--- src/rtl/riscv_id_ex_stage_pkg.sv ---
// ---------------------------------------------------------------------------
// riscv_id_ex_stage_pkg
// Shared definitions for the ID/EX stage: the 4-bit ALU control codes driven
// into riscv_alu, the 2-bit alu_op encodings coming from decode, and the
// alu_op/funct -> ALU control decode function used at capture time.
// No ports (package).
// ---------------------------------------------------------------------------
package riscv_id_ex_stage_pkg;

   // ALU control codes understood by riscv_alu
   localparam logic [3:0] ALU_AND  = 4'h0;
   localparam logic [3:0] ALU_OR   = 4'h1;
   localparam logic [3:0] ALU_ADD  = 4'h2;
   localparam logic [3:0] ALU_SLL  = 4'h3;
   localparam logic [3:0] ALU_SRL  = 4'h4;
   localparam logic [3:0] ALU_SUB  = 4'h6;
   localparam logic [3:0] ALU_NONE = 4'hF;

   // alu_op encodings from the main decoder
   localparam logic [1:0] ALU_OP_MEM    = 2'b00;
   localparam logic [1:0] ALU_OP_BRANCH = 2'b01;
   localparam logic [1:0] ALU_OP_ARITH  = 2'b10;
   localparam logic [1:0] ALU_OP_RSVD   = 2'b11;

   typedef struct packed {
      logic [3:0] ctrl;
      logic       illegal;
   } alu_dec_t;

   // funct7_5 only distinguishes SUB from ADD for register-register forms;
   // for ADDI the same bit is an immediate bit and must not select SUB.
   function automatic alu_dec_t alu_decode(input logic [1:0] op,
                                           input logic [2:0] funct3,
                                           input logic       funct7_5,
                                           input logic       alu_src);
      alu_dec_t d;
      d.ctrl    = ALU_NONE;
      d.illegal = 1'b1;
      case (op)
         ALU_OP_MEM: begin
            d.ctrl    = ALU_ADD;
            d.illegal = 1'b0;
         end
         ALU_OP_BRANCH: begin
            d.ctrl    = ALU_SUB;
            d.illegal = 1'b0;
         end
         ALU_OP_ARITH: begin
            d.illegal = 1'b0;
            case (funct3)
               3'b000:  d.ctrl = (funct7_5 && !alu_src) ? ALU_SUB : ALU_ADD;
               3'b111:  d.ctrl = ALU_AND;
               3'b110:  d.ctrl = ALU_OR;
               3'b001:  d.ctrl = ALU_SLL;
               3'b101: begin
                  if (!funct7_5) begin
                     d.ctrl = ALU_SRL;
                  end else begin
                     d.illegal = 1'b1;
                  end
               end
               default: d.illegal = 1'b1;
            endcase
         end
         ALU_OP_RSVD: begin
            d.ctrl    = ALU_NONE;
            d.illegal = 1'b1;
         end
         default: begin
            d.ctrl    = ALU_NONE;
            d.illegal = 1'b1;
         end
      endcase
      return d;
   endfunction

endpackage

--- src/rtl/riscv_fwd_mux.sv ---
// ---------------------------------------------------------------------------
// riscv_fwd_mux
// Operand forwarding select for one source register.
//   rs_i           register index being read
//   rf_data_i      value captured from the register file
//   mem_*_i        EX/MEM producer (write enable, rd, result)
//   wb_*_i         MEM/WB producer (write enable, rd, result)
//   fwd_data_o     newest architectural value of rs_i
// ---------------------------------------------------------------------------
module riscv_fwd_mux #(
   parameter int XLEN   = 64,
   parameter int REG_AW = 5
) (
   input  logic [REG_AW-1:0] rs_i,
   input  logic [XLEN-1:0]   rf_data_i,
   input  logic              mem_reg_write_i,
   input  logic [REG_AW-1:0] mem_rd_i,
   input  logic [XLEN-1:0]   mem_result_i,
   input  logic              wb_reg_write_i,
   input  logic [REG_AW-1:0] wb_rd_i,
   input  logic [XLEN-1:0]   wb_result_i,
   output logic [XLEN-1:0]   fwd_data_o
);

   // x0 is hardwired zero, so a producer targeting it is never forwarded;
   // the younger EX/MEM result wins over MEM/WB.
   always_comb begin
      fwd_data_o = rf_data_i;
      if (rs_i != '0) begin
         if (mem_reg_write_i && (mem_rd_i == rs_i)) begin
            fwd_data_o = mem_result_i;
         end else if (wb_reg_write_i && (wb_rd_i == rs_i)) begin
            fwd_data_o = wb_result_i;
         end
      end
   end

endmodule

--- src/rtl/riscv_id_ex_stage.sv ---
// ---------------------------------------------------------------------------
// riscv_id_ex_stage
// ID/EX pipeline register feeding riscv_alu. Captures decoded operands and
// control, registers the ALU control code, forwards from EX/MEM and MEM/WB,
// detects load-use hazards and handles stall (valid/ready) and flush.
//   clk_i, rstn_i               clock, async active-low reset
//   id_*                        instruction from decode, id_valid_i/id_ready_o
//   mem_*, wb_*                 forwarding sources
//   flush_i                     kill held and incoming instruction
//   ex_valid_o / ex_ready_i     handshake toward EX/MEM
//   alu_control_o, alu_a_o, alu_b_o   straight into riscv_alu
//   ex_store_data_o             forwarded rs2 for stores
//   ex_pc_o, ex_rd_o, ex_*_o    passthrough control, ex_illegal_o
// ---------------------------------------------------------------------------
module riscv_id_ex_stage
   import riscv_id_ex_stage_pkg::*;
#(
   parameter int XLEN   = 64,
   parameter int REG_AW = 5
) (
   input  logic              clk_i,
   input  logic              rstn_i,
   input  logic              id_valid_i,
   output logic              id_ready_o,
   input  logic [XLEN-1:0]   id_pc_i,
   input  logic [XLEN-1:0]   id_rs1_data_i,
   input  logic [XLEN-1:0]   id_rs2_data_i,
   input  logic [XLEN-1:0]   id_imm_i,
   input  logic [REG_AW-1:0] id_rs1_i,
   input  logic [REG_AW-1:0] id_rs2_i,
   input  logic [REG_AW-1:0] id_rd_i,
   input  logic [1:0]        id_alu_op_i,
   input  logic [2:0]        id_funct3_i,
   input  logic              id_funct7_5_i,
   input  logic              id_alu_src_i,
   input  logic              id_mem_read_i,
   input  logic              id_mem_write_i,
   input  logic              id_reg_write_i,
   input  logic              id_branch_i,
   input  logic              mem_reg_write_i,
   input  logic [REG_AW-1:0] mem_rd_i,
   input  logic [XLEN-1:0]   mem_result_i,
   input  logic              wb_reg_write_i,
   input  logic [REG_AW-1:0] wb_rd_i,
   input  logic [XLEN-1:0]   wb_result_i,
   input  logic              flush_i,
   output logic              ex_valid_o,
   input  logic              ex_ready_i,
   output logic [3:0]        alu_control_o,
   output logic [XLEN-1:0]   alu_a_o,
   output logic [XLEN-1:0]   alu_b_o,
   output logic [XLEN-1:0]   ex_store_data_o,
   output logic [XLEN-1:0]   ex_pc_o,
   output logic [REG_AW-1:0] ex_rd_o,
   output logic              ex_mem_read_o,
   output logic              ex_mem_write_o,
   output logic              ex_reg_write_o,
   output logic              ex_branch_o,
   output logic              ex_illegal_o
);

   logic              vld_p1;
   logic [XLEN-1:0]   pc_p1;
   logic [XLEN-1:0]   rs1_data_p1;
   logic [XLEN-1:0]   rs2_data_p1;
   logic [XLEN-1:0]   imm_p1;
   logic [REG_AW-1:0] rs1_p1;
   logic [REG_AW-1:0] rs2_p1;
   logic [REG_AW-1:0] rd_p1;
   logic [3:0]        alu_ctrl_p1;
   logic              illegal_p1;
   logic              alu_src_p1;
   logic              mem_read_p1;
   logic              mem_write_p1;
   logic              reg_write_p1;
   logic              branch_p1;

   logic [XLEN-1:0]   rs1_fwd;
   logic [XLEN-1:0]   rs2_fwd;
   logic              load_use;
   logic              accept;
   logic              stall;
   alu_dec_t          dec_p0;

   // ---- ID side (p0): hazard detection, handshake, ALU decode ----
   // rs2 is compared even for I-type instructions; a spurious bubble is
   // cheaper than decoding operand usage here.
   assign load_use = vld_p1 & mem_read_p1 & (rd_p1 != '0) &
                     ((rd_p1 == id_rs1_i) | (rd_p1 == id_rs2_i));

   // Ready is forced during flush so decode drops its instruction too.
   assign id_ready_o = flush_i | ((~vld_p1 | ex_ready_i) & ~load_use);
   assign accept     = id_valid_i & id_ready_o & ~flush_i;
   assign stall      = vld_p1 & ~ex_ready_i;
   assign dec_p0     = alu_decode(id_alu_op_i, id_funct3_i, id_funct7_5_i, id_alu_src_i);

   always_ff @(posedge clk_i or negedge rstn_i) begin
      if (!rstn_i) begin
         vld_p1 <= 1'b0;
      end else if (flush_i) begin
         vld_p1 <= 1'b0;
      end else if (accept) begin
         vld_p1 <= 1'b1;
      end else if (ex_ready_i) begin
         vld_p1 <= 1'b0;
      end
   end

   // ---- ID/EX register (p1) ----
   // While stalled the forwarded values are written back so a producer that
   // retires out of MEM/WB during the stall is not lost.
   always_ff @(posedge clk_i or negedge rstn_i) begin
      if (!rstn_i) begin
         pc_p1        <= '0;
         rs1_data_p1  <= '0;
         rs2_data_p1  <= '0;
         imm_p1       <= '0;
         rs1_p1       <= '0;
         rs2_p1       <= '0;
         rd_p1        <= '0;
         alu_ctrl_p1  <= ALU_NONE;
         illegal_p1   <= 1'b0;
         alu_src_p1   <= 1'b0;
         mem_read_p1  <= 1'b0;
         mem_write_p1 <= 1'b0;
         reg_write_p1 <= 1'b0;
         branch_p1    <= 1'b0;
      end else if (accept) begin
         pc_p1        <= id_pc_i;
         rs1_data_p1  <= id_rs1_data_i;
         rs2_data_p1  <= id_rs2_data_i;
         imm_p1       <= id_imm_i;
         rs1_p1       <= id_rs1_i;
         rs2_p1       <= id_rs2_i;
         rd_p1        <= id_rd_i;
         alu_ctrl_p1  <= dec_p0.ctrl;
         illegal_p1   <= dec_p0.illegal;
         alu_src_p1   <= id_alu_src_i;
         mem_read_p1  <= id_mem_read_i;
         mem_write_p1 <= id_mem_write_i;
         reg_write_p1 <= id_reg_write_i;
         branch_p1    <= id_branch_i;
      end else if (stall) begin
         rs1_data_p1  <= rs1_fwd;
         rs2_data_p1  <= rs2_fwd;
      end
   end

   // ---- EX side (p1): forwarding and ALU operand select ----
   riscv_fwd_mux #(.XLEN(XLEN), .REG_AW(REG_AW)) u_fwd_rs1 (
      .rs_i            (rs1_p1),
      .rf_data_i       (rs1_data_p1),
      .mem_reg_write_i (mem_reg_write_i),
      .mem_rd_i        (mem_rd_i),
      .mem_result_i    (mem_result_i),
      .wb_reg_write_i  (wb_reg_write_i),
      .wb_rd_i         (wb_rd_i),
      .wb_result_i     (wb_result_i),
      .fwd_data_o      (rs1_fwd)
   );

   riscv_fwd_mux #(.XLEN(XLEN), .REG_AW(REG_AW)) u_fwd_rs2 (
      .rs_i            (rs2_p1),
      .rf_data_i       (rs2_data_p1),
      .mem_reg_write_i (mem_reg_write_i),
      .mem_rd_i        (mem_rd_i),
      .mem_result_i    (mem_result_i),
      .wb_reg_write_i  (wb_reg_write_i),
      .wb_rd_i         (wb_rd_i),
      .wb_result_i     (wb_result_i),
      .fwd_data_o      (rs2_fwd)
   );

   assign ex_valid_o      = vld_p1;
   assign alu_control_o   = alu_ctrl_p1;
   assign alu_a_o         = rs1_fwd;
   assign alu_b_o         = alu_src_p1 ? imm_p1 : rs2_fwd;
   assign ex_store_data_o = rs2_fwd;
   assign ex_pc_o         = pc_p1;
   assign ex_rd_o         = rd_p1;
   assign ex_mem_read_o   = mem_read_p1;
   assign ex_mem_write_o  = mem_write_p1;
   assign ex_reg_write_o  = reg_write_p1;
   assign ex_branch_o     = branch_p1;
   assign ex_illegal_o    = illegal_p1;

endmodule

--- config.mk ---
export PLATFORM = sky130hd
export DESIGN_NAME = riscv_id_ex_stage
export DESIGN_NICKNAME = d
export VERILOG_FILES = /design/src/rtl/riscv_id_ex_stage_pkg.sv /design/src/rtl/riscv_fwd_mux.sv /design/src/rtl/riscv_id_ex_stage.sv
export SDC_FILE = /design/constraint.sdc
export NUM_CORES = 1
export LEC_CHECK = 0
export CAP_MARGIN = 15
export CELL_PAD_IN_SITES_DETAIL_PLACEMENT = 0
export CELL_PAD_IN_SITES_GLOBAL_PLACEMENT = 1
export CORE_AREA = 2 2 271 273
export DETAILED_ROUTE_END_ITERATION = 7
export DIE_AREA = 0 0 273 275
export DONT_BUFFER_PORTS = 1
export HOLD_SLACK_MARGIN = 0.02
export PLACE_DENSITY_LB_ADDON = 0.08
export SYNTH_ARGS = -nofsm -noshare
export SYNTH_HDL_FRONTEND = slang
export SYNTH_HIERARCHICAL = 1
export SYNTH_SLANG_ARGS = --single-unit
export TNS_END_PERCENT = 5
--- constraint.sdc ---
create_clock -name clk_i -period 4.6 [get_ports clk_i]
set_input_delay 0.46 -clock clk_i [delete_from_list [all_inputs] [get_ports clk_i]]
set_output_delay 0.46 -clock clk_i [all_outputs]
set_load 0.005 [all_outputs]
## Word level (Yosys, flattened, before mapping)

Cells that the tools add are included.

| cells by class | value |
|---|---|
| bitwise gates (word level) | 14 |
| equality and inequality tests | 13 |
| reduce and logical (&&, ||, !) cells | 14 |
| mux-type cells | 20 |

Operators with widths:

| cell | number |
|---|---|
| 64-bit two-way mux | 11 |
| 5-bit equality test | 6 |
| 4-bit case mux with 5 select lines | 1 |
| 5-bit case mux with 4 select lines | 1 |
| 5-bit nonzero test | 3 |
| 3-bit equality test (second input constant) | 3 |
| 1-bit bitwise AND | 7 |
| 1-bit logical AND | 5 |
| 2-bit equality test (second input constant) | 2 |
| 1-bit two-way mux | 4 |
| 4-bit two-way mux | 1 |
| 1-bit inverter | 4 |
| 4-bit OR reduction | 1 |
| 3-bit by 1-bit equality test with 1-bit output (second input constant) | 1 |
| 3-bit logical NOT | 1 |
| 3-bit two-way mux | 1 |
| 1-bit bitwise OR | 3 |
| 3-bit nonzero test | 1 |
| 2-bit by 1-bit equality test with 1-bit output (second input constant) | 1 |
| 2-bit logical NOT | 1 |
| 1-bit case mux with 2 select lines | 1 |
| 2-bit nonzero test | 1 |
| 1-bit logical NOT | 1 |

| word-level totals | value |
|---|---|
| output and inout port bits | 272 |
| bits in registers | 282 |
| word-level logic and storage cells | 76 |
| input port bits | 427 |

## Longest topological paths before layout

Gate-level depths: netlist of the first run.

| logic depth | value |
|---|---|
| depth after elaboration | 10 |
| mapped depth | 9 |
| gate-level depth less buffers | 7 |

## Hierarchy

The synthesis of the first run kept the hierarchy.

Modules (own cells, without submodules):

| module | cells an instance | instances | sequential area each (µm²) | area an instance (µm²) |
|---|---|---|---|---|
| riscv_id_ex_stage | 1,004 | 1 | 7,061.8 | 12,876.1 |
| riscv_fwd_mux | 176 | 2 | 0.0 | 1,835.5 |

## Least setup slack after synthesis of the first run

No wires, ideal clock.

| timing | value |
|---|---|
| kind | input port to output port |
| from | input mem_rd_i[1] |
| to | output alu_b_o[42] |
| arrival time | 1.989 ns |
| buffers on the path | 2 |
| data required time | 4.140 ns |
| cell stages on the path | 8 |
| path slack | 2.151 ns |
| cell sequence | xnor2_1 -> nand4_1 -> or3_4 -> buf_6 -> buf_2 -> o22ai_2 -> a2bb2oi_2 -> mux2_2 |

| between the ends | value |
|---|---|
| word-level cells in the longest chain between the ends | 5 |

RTL lines:

| what | RTL line | source |
|---|---|---|
| start, declared | riscv_id_ex_stage.sv:41 | `input logic [REG_AW-1:0] mem_rd_i,` |
| 5-bit equality test | riscv_fwd_mux.sv:30 | `if (mem_reg_write_i && (mem_rd_i == rs_i)) begin` |
| 1-bit logical AND | riscv_fwd_mux.sv:30 |  |
| 64-bit two-way mux | riscv_fwd_mux.sv:30 |  |
| 64-bit two-way mux | riscv_fwd_mux.sv:29 | `if (rs_i != '0) begin` |
| named net ex_store_data_o[42] | riscv_id_ex_stage.sv:52 | `output logic [XLEN-1:0] ex_store_data_o,` |
| 64-bit two-way mux | riscv_id_ex_stage.sv:177 | `assign alu_b_o = alu_src_p1 ? imm_p1 : rs2_fwd;` |
| end, declared | riscv_id_ex_stage.sv:51 | `output logic [XLEN-1:0] alu_b_o,` |

The timed path passes the listed nets, and every way through them passes these cells.

## Worst setup path in the final report of the first run

| timing | value |
|---|---|
| from | register rs2_p1[2] |
| to | output alu_b_o[40] |

| between the ends | value |
|---|---|
| word-level cells in the longest chain between the ends | 6 |
| elaborated cells on any way between the ends | 9 |
| classes of those cells | eq/ne: 2; mux: 4; reduce/logical: 3 |

RTL lines:

| what | RTL line | source |
|---|---|---|
| start, declared | riscv_id_ex_stage.sv:68 | `logic [REG_AW-1:0] rs2_p1;` |
| start signal, assigned | riscv_id_ex_stage.sv:134 | `rs2_p1 <= id_rs2_i;` |
| 5-bit equality test | riscv_fwd_mux.sv:32 | `end else if (wb_reg_write_i && (wb_rd_i == rs_i)) begin` |
| 1-bit logical AND | riscv_fwd_mux.sv:32 |  |
| 64-bit two-way mux | riscv_fwd_mux.sv:32 |  |
| 64-bit two-way mux | riscv_fwd_mux.sv:30 |  |
| 64-bit two-way mux (*) | riscv_fwd_mux.sv:29 |  |
| named net ex_store_data_o[40] | riscv_id_ex_stage.sv:52 |  |
| 64-bit two-way mux (*) | riscv_id_ex_stage.sv:177 |  |

Mark *: on every way through the listed nets, which the timed path passes. The rest lies on a longest branch.

==> out/qor.yml, run 1 <==
run_status: "complete, but fails checks"
final-seq-area_um2: 7070
violations: "negative hold slack"
rsz_0062_raised_after_global_routing: "false"
die-area_um2: 75100
most_frequent_cells_in_the_layout: "277 x sky130_fd_sc_hd__dfrtp_1, 149 x sky130_fd_sc_hd__dlygate4sd3_1, 132 x sky130_fd_sc_hd__nor2_1"
initial_utilization_pct: 22.9
clock_tree.htree_level_count: 2
power.share.clock_pct: 36.2
worst_hold_path_type: "in -> async"
final_net_count: 1861
synthMuxAreaShare_pct: 22.3
netSwitchingFraction_pct: 31.3
drc: 0
timing_hold_violations_final: 278
critical_path_arrival_ns: 3.37
synth_ff_type: "sky130_fd_sc_hd__dfrtp_1"
worst_setup_path_startpoint: "rs2_p1[2]"
placement_rows: 99
drt_first_pass_iters: 5
timing.max_slew.rel_slack_pct: 23.5
synth_area_per_cell_um2: 12.2
gp_congestion: 0.789
pwr-share-seq_pct: 38.2
final.setup_skew_ns: 0.0261
max_slew.worst_pin.slew_ns: 1.15
synth_enable_flop_cells: 0
multiInputGateArea_um2: 8660
post-dp-hpwl_um: 49600
initialDrtViolationCount: 500
final_common_cell: "sky130_fd_sc_hd__dfrtp_1"
clock_tree_from_tritoncts: "built"
synth_instances: 1356
postRouteAntennaNets: 0
leakage_nw: 8.20
yosys.cell_types.count: 44
power_frac_comb_pct: 25.6
setup_tns_ns: 0
maxCapViolCount: 0
critPathKind: "reg -> out"
finalCriticalPeriod_ns: 3.83
global_route.overflow_total: 0
top_level_ports: 699
yosys.area_share.adder_pct: 0
track_usage_pct: 18.2
yosysWarningCount: 6
postSynthNetCount: 1783
post_drt_via_cell_ratio: 4.97
cellPowerDensity_nw_per_um2: 444
holdBufCountCts: 149
detailroute.via_count: 12057
achievable-frequency_mhz: 261
syn2layout_area_growth_pct: 21.1
global_route_wire_length_before_repair_um: 99800
synth_area_um2: 16500
synthesized_area_fraction_occupied_by_ao_oa_aoi_and_oai_cells_pct: 23.9
die_height_um: 275
clkSinkCount: 282
synth_top_family_by_area: "compound AO/OA/AOI/OAI gates"
vias_in_the_first_global_route: 13120
synth_seq_cells: 282
design_power_total_w: 0.00891
detail_route.wl_per_cell_um: 29.5
setup_viol_count_final: 0
layout_worst_path_cycle_share_pct: 83.2
drive_above_1_share_pct: 25.1
sequential_element_share_of_the_synthesized_area_pct: 42.7
timing.final.max_slew_violations: 0
internal-power_w: 0.00612
ys_top_cells_by_area: "sky130_fd_sc_hd__dfrtp_1 42%, sky130_fd_sc_hd__a2bb2oi_2 11%, sky130_fd_sc_hd__mux2_2 8.6%"
grt_max_degree: 283
startpoint_type: "register"
switching_power_w: 0.00279
postLayoutCoreUtil_pct: 27.7
cts.reportedPaths.clkPinSlew_ns: 0.06
wl_um: 71700
core_area_um2: 72300
holdWs_ns: -0.396
worst_ir_drop_vdd_mv: 0.243
yosys.area.top_type: "sky130_fd_sc_hd__dfrtp_1"
synth_top_cell_area_share_pct: 42.0
worst_ep_required_time_ns: 4.14
clk_latency_ns: 0.57
port_buffers: 0
cts.repair_timing.setup_buffer_count: 0
antenna_violations_before_repair: 9
synthesized_area_fraction_occupied_by_xor_and_xnor_cells_pct: 1.59
clockRootBuffer: "sky130_fd_sc_hd__clkbuf_16"
r2r_start: "rs1_p1[3]"
critical_path_peak_fanout: 61
endpoint_kind: "primary output"
die_width_um: 273
synth-simple-area-share_pct: 4.23
fillers: 7631
asyncSetResetFlopFracSynth_pct: 100
ctsLongestPathBuffers: 3
cts_buffers: 40
==> power by group through the flow <==
stage	Clock (W)	Sequential [W]	Combinational [W]
4_1_cts	0.00336	0.00341	0.00233
3_3_place_gp	0	0.00344	0.00221
2_1_floorplan	0	0.00328	0.00178
3_5_place_dp	0	0.00344	0.00223
5_1_grt	0.00346	0.00348	0.00247
6_report	0.00323	0.00340	0.00228
==> cells in the mapped netlist, types with 20 or more instances <==
library cell                count
sky130_fd_sc_hd__a2bb2oi_2    120
sky130_fd_sc_hd__mux2_1        88
sky130_fd_sc_hd__dfrtp_1      278
sky130_fd_sc_hd__mux2i_1      128
sky130_fd_sc_hd__nor2_1       132
sky130_fd_sc_hd__a22oi_1      128
sky130_fd_sc_hd__mux2_2       126
sky130_fd_sc_hd__o22ai_1      109
sky130_fd_sc_hd__buf_2         43
sky130_fd_sc_hd__o22ai_2       20
sky130_fd_sc_hd__xnor2_1       20
sky130_fd_sc_hd__clkbuf_1      60
==> per-stage QoR <==
| stage | setup slack (ns) | hold slack, ns | instance area (um^2) | cells |
|---|---|---|---|---|
| 2_1_floorplan | 2.15 | 0.164 | 16500 | 1356 |
| 3_3_place_gp | 1.30 | 0.172 | 17200 | 2202 |
| 5_1_grt | 0.549 | -0.442 | 20000 | 2424 |
| 3_5_place_dp | 1.32 | 0.173 | 17200 | 2202 |
| 4_1_cts | 0.687 | -0.449 | 20000 | 2422 |
| 6_report | 0.774 | -0.396 | 20000 | 2427 |
==> state kept, by name (all words and copies together), names as in the netlist, 4 cells and up <==
| signal | cells |
|---|---|
| ex_rd_o | 5 |
| ex_pc_o | 64 |
| imm_p1 | 64 |
| rs1_p1 | 5 |
| rs1_data_p1 | 64 |
| rs2_p1 | 5 |
| alu_control_o | 4 |
| rs2_data_p1 | 64 |
==> cell type report <==
cell class	count	area share, %
Sequential cell	282	35.3
Timing Repair Buffer	171	8.83
Clock inverter	10	0.705
Antenna cell	5	0.0624
Clock buffer	61	5.94
Multi-Input combinational cell	937	43.2
Tap cell	959	5.99
Inverter	2	0.0375
==> metal layers <==
metal | up-vias | routed length (um) | GRT usage [%]
met5 | - | 68 | 0
met4 | 10 | 1950 | 5.31
met3 | 101 | 7700 | 8.61
met2 | 441 | 35700 | 31.7
met1 | 6155 | 26300 | 19.6
li1 | 5350 | - | -
==> logic make-up (layout without fill, tap and decap cells) <==
logic type	after synthesis	in the layout
XOR/XNOR	30	30
AND/OR/NAND/NOR	162	162
other	0	5
multiplexers	342	342
flip-flops	282	282
buffers and inverters	137	244
AO/OA/AOI/OAI	403	403
==> path summary, 6_finish.rpt <==
check,depth (start not counted),slack [ns],end
min,0,-0.40,rs2_data_p1[28]
min reg2reg,1,0.48,imm_p1[14]
max,7,0.77,alu_b_o[40]
max in group asynchronous,0,3.95,alu_src_p1
min in group clk_i,2,0.08,rs2_data_p1[3]
max reg2reg,8,1.47,rs1_data_p1[8]
==> what timing repair did <==
action	in CTS	in global routing
endpoints found under the setup margin	0	0
gates resized for setup	0	0
endpoints found under the hold margin	431	282
==> critical path, stage by stage (launching register included) <==
cell and delay [ns]:
sky130_fd_sc_hd__dfrtp_1 0.43, sky130_fd_sc_hd__xnor2_1 0.21, sky130_fd_sc_hd__nand4_1 0.22, sky130_fd_sc_hd__or3_4 0.59, sky130_fd_sc_hd__a21boi_4 0.29, sky130_fd_sc_hd__buf_12 0.44, sky130_fd_sc_hd__a2bb2oi_2 0.30, sky130_fd_sc_hd__mux2_2 0.23
(Power assumes the default switching activity.)
==> inputs of run 2 (changes only) <==
--- a/config.mk
+++ b/config.mk
@@ -8,9 +8,9 @@
 export CAP_MARGIN = 15
 export CELL_PAD_IN_SITES_DETAIL_PLACEMENT = 0
 export CELL_PAD_IN_SITES_GLOBAL_PLACEMENT = 1
-export CORE_AREA = 2 2 271 273
+export CORE_AREA = 2 2 273 275
 export DETAILED_ROUTE_END_ITERATION = 7
-export DIE_AREA = 0 0 273 275
+export DIE_AREA = 0 0 275 277
 export DONT_BUFFER_PORTS = 1
 export HOLD_SLACK_MARGIN = 0.02
 export PLACE_DENSITY_LB_ADDON = 0.08
==> constraint.sdc (replaced) <==
create_clock -name clk_i -period 3.6 [get_ports clk_i]
set_input_delay 0.36 -clock clk_i [delete_from_list [all_inputs] [get_ports clk_i]]
set_output_delay 0.36 -clock clk_i [all_outputs]
set_load 0.005 [all_outputs]
==> out/qor.yml, run 2 (synthesis results as in run 1) <==
final_net_count: 1998  # was 1861
critPathKind: "reg -> out"  # unchanged
wl_um: 72000  # was 71700 um
run_status: "complete, but fails checks"  # unchanged
worst_ir_drop_vdd_mv: 0.324  # was 0.243 mV
antenna_violations_before_repair: 5  # was 9
die-area_um2: 76200  # was 75100 um^2
syn2layout_area_growth_pct: 29.9  # was 21.1%
drt_first_pass_iters: 5  # unchanged
critical_path_arrival_ns: 3.00  # was 3.37 ns
r2r_slack_ns: 0.88  # was 1.47 ns
detail_route.wl_per_cell_um: 28.0  # was 29.5 um
worst_ep_required_time_ns: 3.24  # was 4.14 ns
wl_met3_um: 5930  # was 7700 um
worst_hold_path_type: "in -> async"  # unchanged
timing_hold_violations_final: 278  # unchanged
clock_tree.htree_level_count: 2  # unchanged
clock_tree_from_tritoncts: "built"  # unchanged
clockRootBuffer: "sky130_fd_sc_hd__clkbuf_16"  # unchanged
postRouteAntennaNets: 0  # unchanged
core_area_um2: 73600  # was 72300 um^2
global_route_wire_length_before_repair_um: 104000  # was 99800 um
drc: 0  # unchanged
ctsLongestPathBuffers: 3  # unchanged
rsz_0062_raised_after_global_routing: "false"  # unchanged
detailroute.via_count: 12748  # was 12057
setup_viol_count_final: 0  # unchanged
path_delay_family: "simple AND/OR/NAND/NOR gates"  # unchanged
layout_worst_path_cycle_share_pct: 93.4
endpoint_kind: "primary output"  # unchanged
finalCriticalPeriod_ns: 3.36
timing.final.max_slew_violations: 120  # was 0
violations: "negative hold slack, max-slew violations"  # was negative hold slack
routed-wl-met2_um: 37100  # was 35700 um
setup_tns_ns: 0  # unchanged
port_buffers: 0  # unchanged
critPathMaxStageDelay_ns: 0.43  # was 0.59 ns
final_common_cell: "sky130_fd_sc_hd__dfrtp_1"  # unchanged
critPathBufInv: 1  # unchanged
maxCapViolCount: 0  # unchanged
timing.max_slew.rel_slack_pct: -27.9  # was 23.5%
placement_rows: 100  # was 99
gp_congestion: 0.766  # was 0.789
clkSinkCount: 282  # unchanged
initial_utilization_pct: 22.5  # was 22.9%
top_level_ports: 699  # unchanged
path_cells: "xnor2_1, nand4_1, or3_4, buf_4, o22ai_1, a2bb2oi_2, mux2_2"  # was xnor2_1, nand4_1, or3_4, a21boi_4, buf_12, a2bb2oi_2, mux2_2
final.setup_skew_ns: 0.0268  # was 0.0261 ns
die_height_um: 277  # was 275 um
cts_buffers: 40  # unchanged
track_usage_pct: 18.3  # was 18.2%
holdWs_ns: -0.495  # was -0.396 ns
most_frequent_cells_in_the_layout: "277 x sky130_fd_sc_hd__dfrtp_1, 275 x sky130_fd_sc_hd__dlygate4sd3_1, 132 x sky130_fd_sc_hd__nor2_1"  # was 277 x sky130_fd_sc_hd__dfrtp_1, 149 x sky130_fd_sc_hd__dlygate4sd3_1, 132 x sky130_fd_sc_hd__nor2_1
grt_max_degree: 283  # unchanged
global_route.overflow_total: 0  # unchanged
critPathSlowestCell: "sky130_fd_sc_hd__dfrtp_1"  # was sky130_fd_sc_hd__or3_4
post-dp-hpwl_um: 49100  # was 49600 um
startpoint_type: "register"  # unchanged
r2r_start: "rs1_p1[1]"  # was rs1_p1[3]
die_width_um: 275  # was 273 um
achievable-frequency_mhz: 297
max_slew.worst_pin.slew_ns: 1.92  # was 1.15 ns
highest_layer: "met5"  # unchanged
postLayoutCoreUtil_pct: 29.2  # was 27.7%
cts.reportedPaths.clkPinSlew_ns: 0.05  # was 0.06 ns
initialDrtViolationCount: 513  # was 500
rr_worst_depth: 8  # unchanged
clk_latency_ns: 0.57  # about the same
rr_endpoint: "rs1_data_p1[8]"  # unchanged
critical_path_peak_fanout: 33  # was 61
met1Wirelength_um: 27100  # was 26300 um
leakage_nw: 8.83  # was 8.20 nW
drive_above_1_share_pct: 23.7  # was 25.1%
cellPowerDensity_nw_per_um2: 540  # was 444 nW/um^2
post_drt_via_cell_ratio: 4.96  # was 4.97
vias_in_the_first_global_route: 14188  # was 13120
holdBufCountCts: 275  # was 149
==> run 2: cell count changes in the layout (fill, tap and decap cells not counted), sizes merged <==
cell,before,now
buf,22,33
inv,4,3
diode,5,2
dlygate4sd3,149,275
clkbuf,61,62
clkinvlp,2,0
clkinv,3,5
bufinv,3,4
==> run 2: layout make-up <==
| cell class | count | area (um^2) |
|---|---|---|
| Clock inverter | 10 | 169 |
| Clock buffer | 62 | 1190 |
| Timing Repair Buffer | 308 | 3180 |
| Tap cell | 969 | 1210 |
| Fill cell | 7619 | 52100 |
| Sequential cell | 282 | 7070 |
| Antenna cell | 2 | 5.00 |
| Multi-Input combinational cell | 937 | 8660 |
| Inverter | 2 | 7.51 |
==> run 2: worst max path at each step <==
| stage | from | to | slack [ns] | cells past startpoint |
|---|---|---|---|---|
| 2_1_floorplan | rs2_p1[1] | alu_b_o[42] | 1.28 | 8 |
| 3_3_place_gp | rs2_p1[1] | alu_b_o[63] | 0.71 | 7 |
| 3_5_place_dp | rs2_p1[1] | alu_b_o[63] | 0.71 | 7 |
| 4_1_cts | rs2_p1[1] | alu_b_o[63] | 0.09 | 7 |
| 5_1_grt | rs2_p1[1] | alu_b_o[62] | 0.05 | 7 |
| 6_report | rs2_p1[4] | alu_b_o[38] | 0.24 | 7 |
==> run 2: where the power goes <==
part	leakage [nW]	internal (W)	total [W]	switching, W
registers	3.21	0.00381	0.00434	0.000530
logic	4.95	0.00164	0.00308	0.00145
clock network	0.669	0.00256	0.00419	0.00163
total	8.83	0.00801	0.0116	0.00360
==> run 2: what timing repair did <==
item,in CTS,in global routing
resized for setup,0,1
endpoints found under the hold margin,558,282
setup endpoints to repair,0,1
buffers inserted,0,0
==> run 2: metal layers <==
metal  vias to the layer above  track usage, %
li1                       5621               -
met1                      6566            20.7
met2                       463            32.9
met3                        92            5.88
met4                         6            4.64
met5                         -               0
==> run 2: metrics by stage <==
stage / hold WS (ns) / setup slack, ns / area, um^2 / cells / power (W)
2_1_floorplan: 0.0644 / 1.28 / 16500 / 1356 / 0.00647
3_3_place_gp: 0.0715 / 0.708 / 17400 / 2223 / 0.00726
3_5_place_dp: 0.0720 / 0.708 / 17400 / 2223 / 0.00729
4_1_cts: -0.552 / 0.0900 / 21500 / 2570 / 0.0119
5_1_grt: -0.529 / 0.0493 / 21500 / 2572 / 0.0123
6_report: -0.495 / 0.238 / 21500 / 2572 / 0.0116
==> inputs of run 3 (changes only) <==
--- a/config.mk
+++ b/config.mk
@@ -12,7 +12,6 @@
 export DETAILED_ROUTE_END_ITERATION = 7
 export DIE_AREA = 0 0 275 277
 export DONT_BUFFER_PORTS = 1
-export HOLD_SLACK_MARGIN = 0.02
 export PLACE_DENSITY_LB_ADDON = 0.08
 export SYNTH_ARGS = -nofsm -noshare
 export SYNTH_HDL_FRONTEND = slang
==> out/qor.yml, run 3 (synthesis results as in run 1) <==
routed-wl-met2_um: 37100  # about the same
finalInstanceArea_um2: 21400  # was 21500 um^2
run_status: "complete, but fails checks"  # unchanged
clock_tree.htree_level_count: 2  # unchanged
power.share.clock_pct: 36.1  # about the same
global_route_wire_length_before_repair_um: 104000  # about the same
critical_path_peak_fanout: 33  # unchanged
power_frac_comb_pct: 26.5  # about the same
placement_rows: 100  # unchanged
layout_worst_path_cycle_share_pct: 93.3  # was 93.4%
clockRootBuffer: "sky130_fd_sc_hd__clkbuf_16"  # unchanged
internal-power_w: 0.00801  # about the same
die_height_um: 277  # unchanged
initial_utilization_pct: 22.5  # unchanged
final_net_count: 1990  # was 1998
fillers: 7624  # was 7619
setup_tns_ns: 0  # unchanged
clkSinkCount: 282  # unchanged
maxCapViolCount: 0  # unchanged
max_slew.worst_pin.slew_ns: 1.87  # was 1.92 ns
final.setup_skew_ns: 0.0259  # was 0.0268 ns
rsz_0062_raised_after_global_routing: "false"  # unchanged
leakage_nw: 8.80  # was 8.83 nW
postPlaceCellArea_um2: 17400  # unchanged
vias_in_the_first_global_route: 14165  # was 14188
grt_max_degree: 283  # unchanged
endpoint_kind: "primary output"  # unchanged
drc: 0  # unchanged
final_common_cell: "sky130_fd_sc_hd__dfrtp_1"  # unchanged
startpoint_type: "register"  # unchanged
initialDrtViolationCount: 517  # was 513
postRouteAntennaNets: 0  # unchanged
holdWs_ns: -0.495  # about the same
port_buffers: 0  # unchanged
antenna_violations_before_repair: 5  # unchanged
drt_first_pass_iters: 7  # was 5
most_frequent_cells_in_the_layout: "277 x sky130_fd_sc_hd__dfrtp_1, 267 x sky130_fd_sc_hd__dlygate4sd3_1, 132 x sky130_fd_sc_hd__nor2_1"  # was 277 x sky130_fd_sc_hd__dfrtp_1, 275 x sky130_fd_sc_hd__dlygate4sd3_1, 132 x sky130_fd_sc_hd__nor2_1
timing.final.max_slew_violations: 111  # was 120
top_level_ports: 699  # unchanged
worst_ir_drop_vdd_mv: 0.324  # about the same
timing.max_slew.rel_slack_pct: -24.9  # was -27.9%
clock_tree_from_tritoncts: "built"  # unchanged
ctsLongestPathBuffers: 3  # unchanged
track_usage_pct: 18.3  # about the same
critPathSlowestCell: "sky130_fd_sc_hd__dfrtp_1"  # unchanged
drive_above_1_share_pct: 23.9  # was 23.7%
global_route.overflow_total: 0  # unchanged
path_cells: "xnor2_1, nand4_1, or3_4, buf_4, o22ai_1, a2bb2oi_2, mux2_2"  # unchanged
worst_hold_path_type: "in -> async"  # unchanged
cts_buffers: 40  # unchanged
wl_um: 72000  # about the same
cts.repair_timing.setup_buffer_count: 0  # unchanged
finalCriticalPeriod_ns: 3.36  # about the same
achievable-frequency_mhz: 298  # was 297 MHz
cellPowerDensity_nw_per_um2: 542  # was 540 nW/um^2
post-dp-hpwl_um: 49100  # unchanged
critical_path_arrival_ns: 3.00  # about the same
gp_congestion: 0.766  # unchanged
met1Wirelength_um: 27100  # about the same
worst_ep_required_time_ns: 3.24  # about the same
cts.reportedPaths.clkPinSlew_ns: 0.05  # about the same
detailroute.via_count: 12686  # was 12748
timing_hold_violations_final: 278  # unchanged
critPathKind: "reg -> out"  # unchanged
syn2layout_area_growth_pct: 29.4  # was 29.9%
switching_power_w: 0.00360  # about the same
core_area_um2: 73600  # unchanged
violations: "negative hold slack, max-slew violations"  # unchanged
netSwitchingFraction_pct: 31.0  # about the same
highest_layer: "met5"  # unchanged
setup_viol_count_final: 0  # unchanged
post_drt_via_cell_ratio: 4.95  # was 4.96
critPathMaxStageDelay_ns: 0.43  # about the same
clk_latency_ns: 0.57  # about the same
die_width_um: 275  # unchanged
wl_met3_um: 5920  # was 5930 um
holdBufCountCts: 267  # was 275
die-area_um2: 76200  # unchanged
pwr-share-seq_pct: 37.4  # about the same
detail_route.wl_per_cell_um: 28.1  # was 28.0 um
[run 3: power by group through the flow]
| stage | sequential, W | clock, W | combinational, W |
|---|---|---|---|
| floorplan | 0.00420 | 0 | 0.00227 |
| global placement | 0.00439 | 0 | 0.00287 |
| detailed placement | 0.00440 | 0 | 0.00289 |
| CTS | 0.00435 | 0.00436 | 0.00315 |
| global route | 0.00444 | 0.00449 | 0.00334 |
| finish | 0.00434 | 0.00419 | 0.00307 |
[run 3: area by class of cell]
| cell class | count | area, um^2 | share of cell area (%) |
|---|---|---|---|
| diodes | 2 | 5.00 | 0.0234 |
| flip-flops and latches | 282 | 7070 | 33.0 |
| clock buffers | 62 | 1190 | 5.58 |
| well taps | 969 | 1210 | 5.66 |
| inverters | 2 | 7.51 | 0.0351 |
| multi-input cells | 937 | 8660 | 40.5 |
| repair buffers | 300 | 3100 | 14.5 |
| clock inverters | 10 | 169 | 0.789 |
[run 3: final timing paths]
| path | start | end | slack [ns] | cells after the start |
|---|---|---|---|---|
| max | rs2_p1[4] | alu_b_o[38] | 0.24 | 7 |
| min | rstn_i | imm_p1[30] | -0.49 | 0 |
| max reg2reg | rs1_p1[1] | rs1_data_p1[8] | 0.88 | 8 |
| min reg2reg | imm_p1[39] | imm_p1[39] | 0.48 | 1 |
| max in group asynchronous | rstn_i | imm_p1[20] | 2.60 | 0 |
| min in group clk_i | id_rs1_data_i[35] | rs1_data_p1[35] | 0.03 | 2 |
[run 3: timing repair]
item                                    4_1_cts  5_1_grt
endpoints found under the setup margin        0        1
endpoints found under the hold margin       550      282
resized for setup                             0        1
[run 3: through the flow]
step | setup WS, ns | cells | total power [W] | utilization [%] | hold WS, ns
2_1_floorplan | 1.28 | 1356 | 0.00647 | - | 0.0644
3_3_place_gp | 0.708 | 2223 | 0.00726 | 23.6 | 0.0715
3_5_place_dp | 0.708 | 2223 | 0.00729 | 23.6 | 0.0720
4_1_cts | 0.0900 | 2562 | 0.0119 | 29.1 | -0.552
5_1_grt | 0.0493 | 2564 | 0.0123 | 29.1 | -0.529
6_report | 0.240 | 2564 | 0.0116 | 29.1 | -0.495
[run 3: metal layers]
layer | track usage [%] | up-vias
met5 | 0 | -
met4 | 4.64 | 6
met3 | 5.88 | 92
met2 | 32.9 | 448
met1 | 20.7 | 6534
li1 | - | 5606
[run 3: worst max-delay path, delay by kind of cell, from the launching register on]
family	cells	cell delay, ns
DFF	1	0.43
AOI/OAI and AO/OA	2	0.49
and+or+nand+nor	2	0.62
muxes	1	0.33
xor gates and xnor gates	1	0.21
buffers and inverters	1	0.27
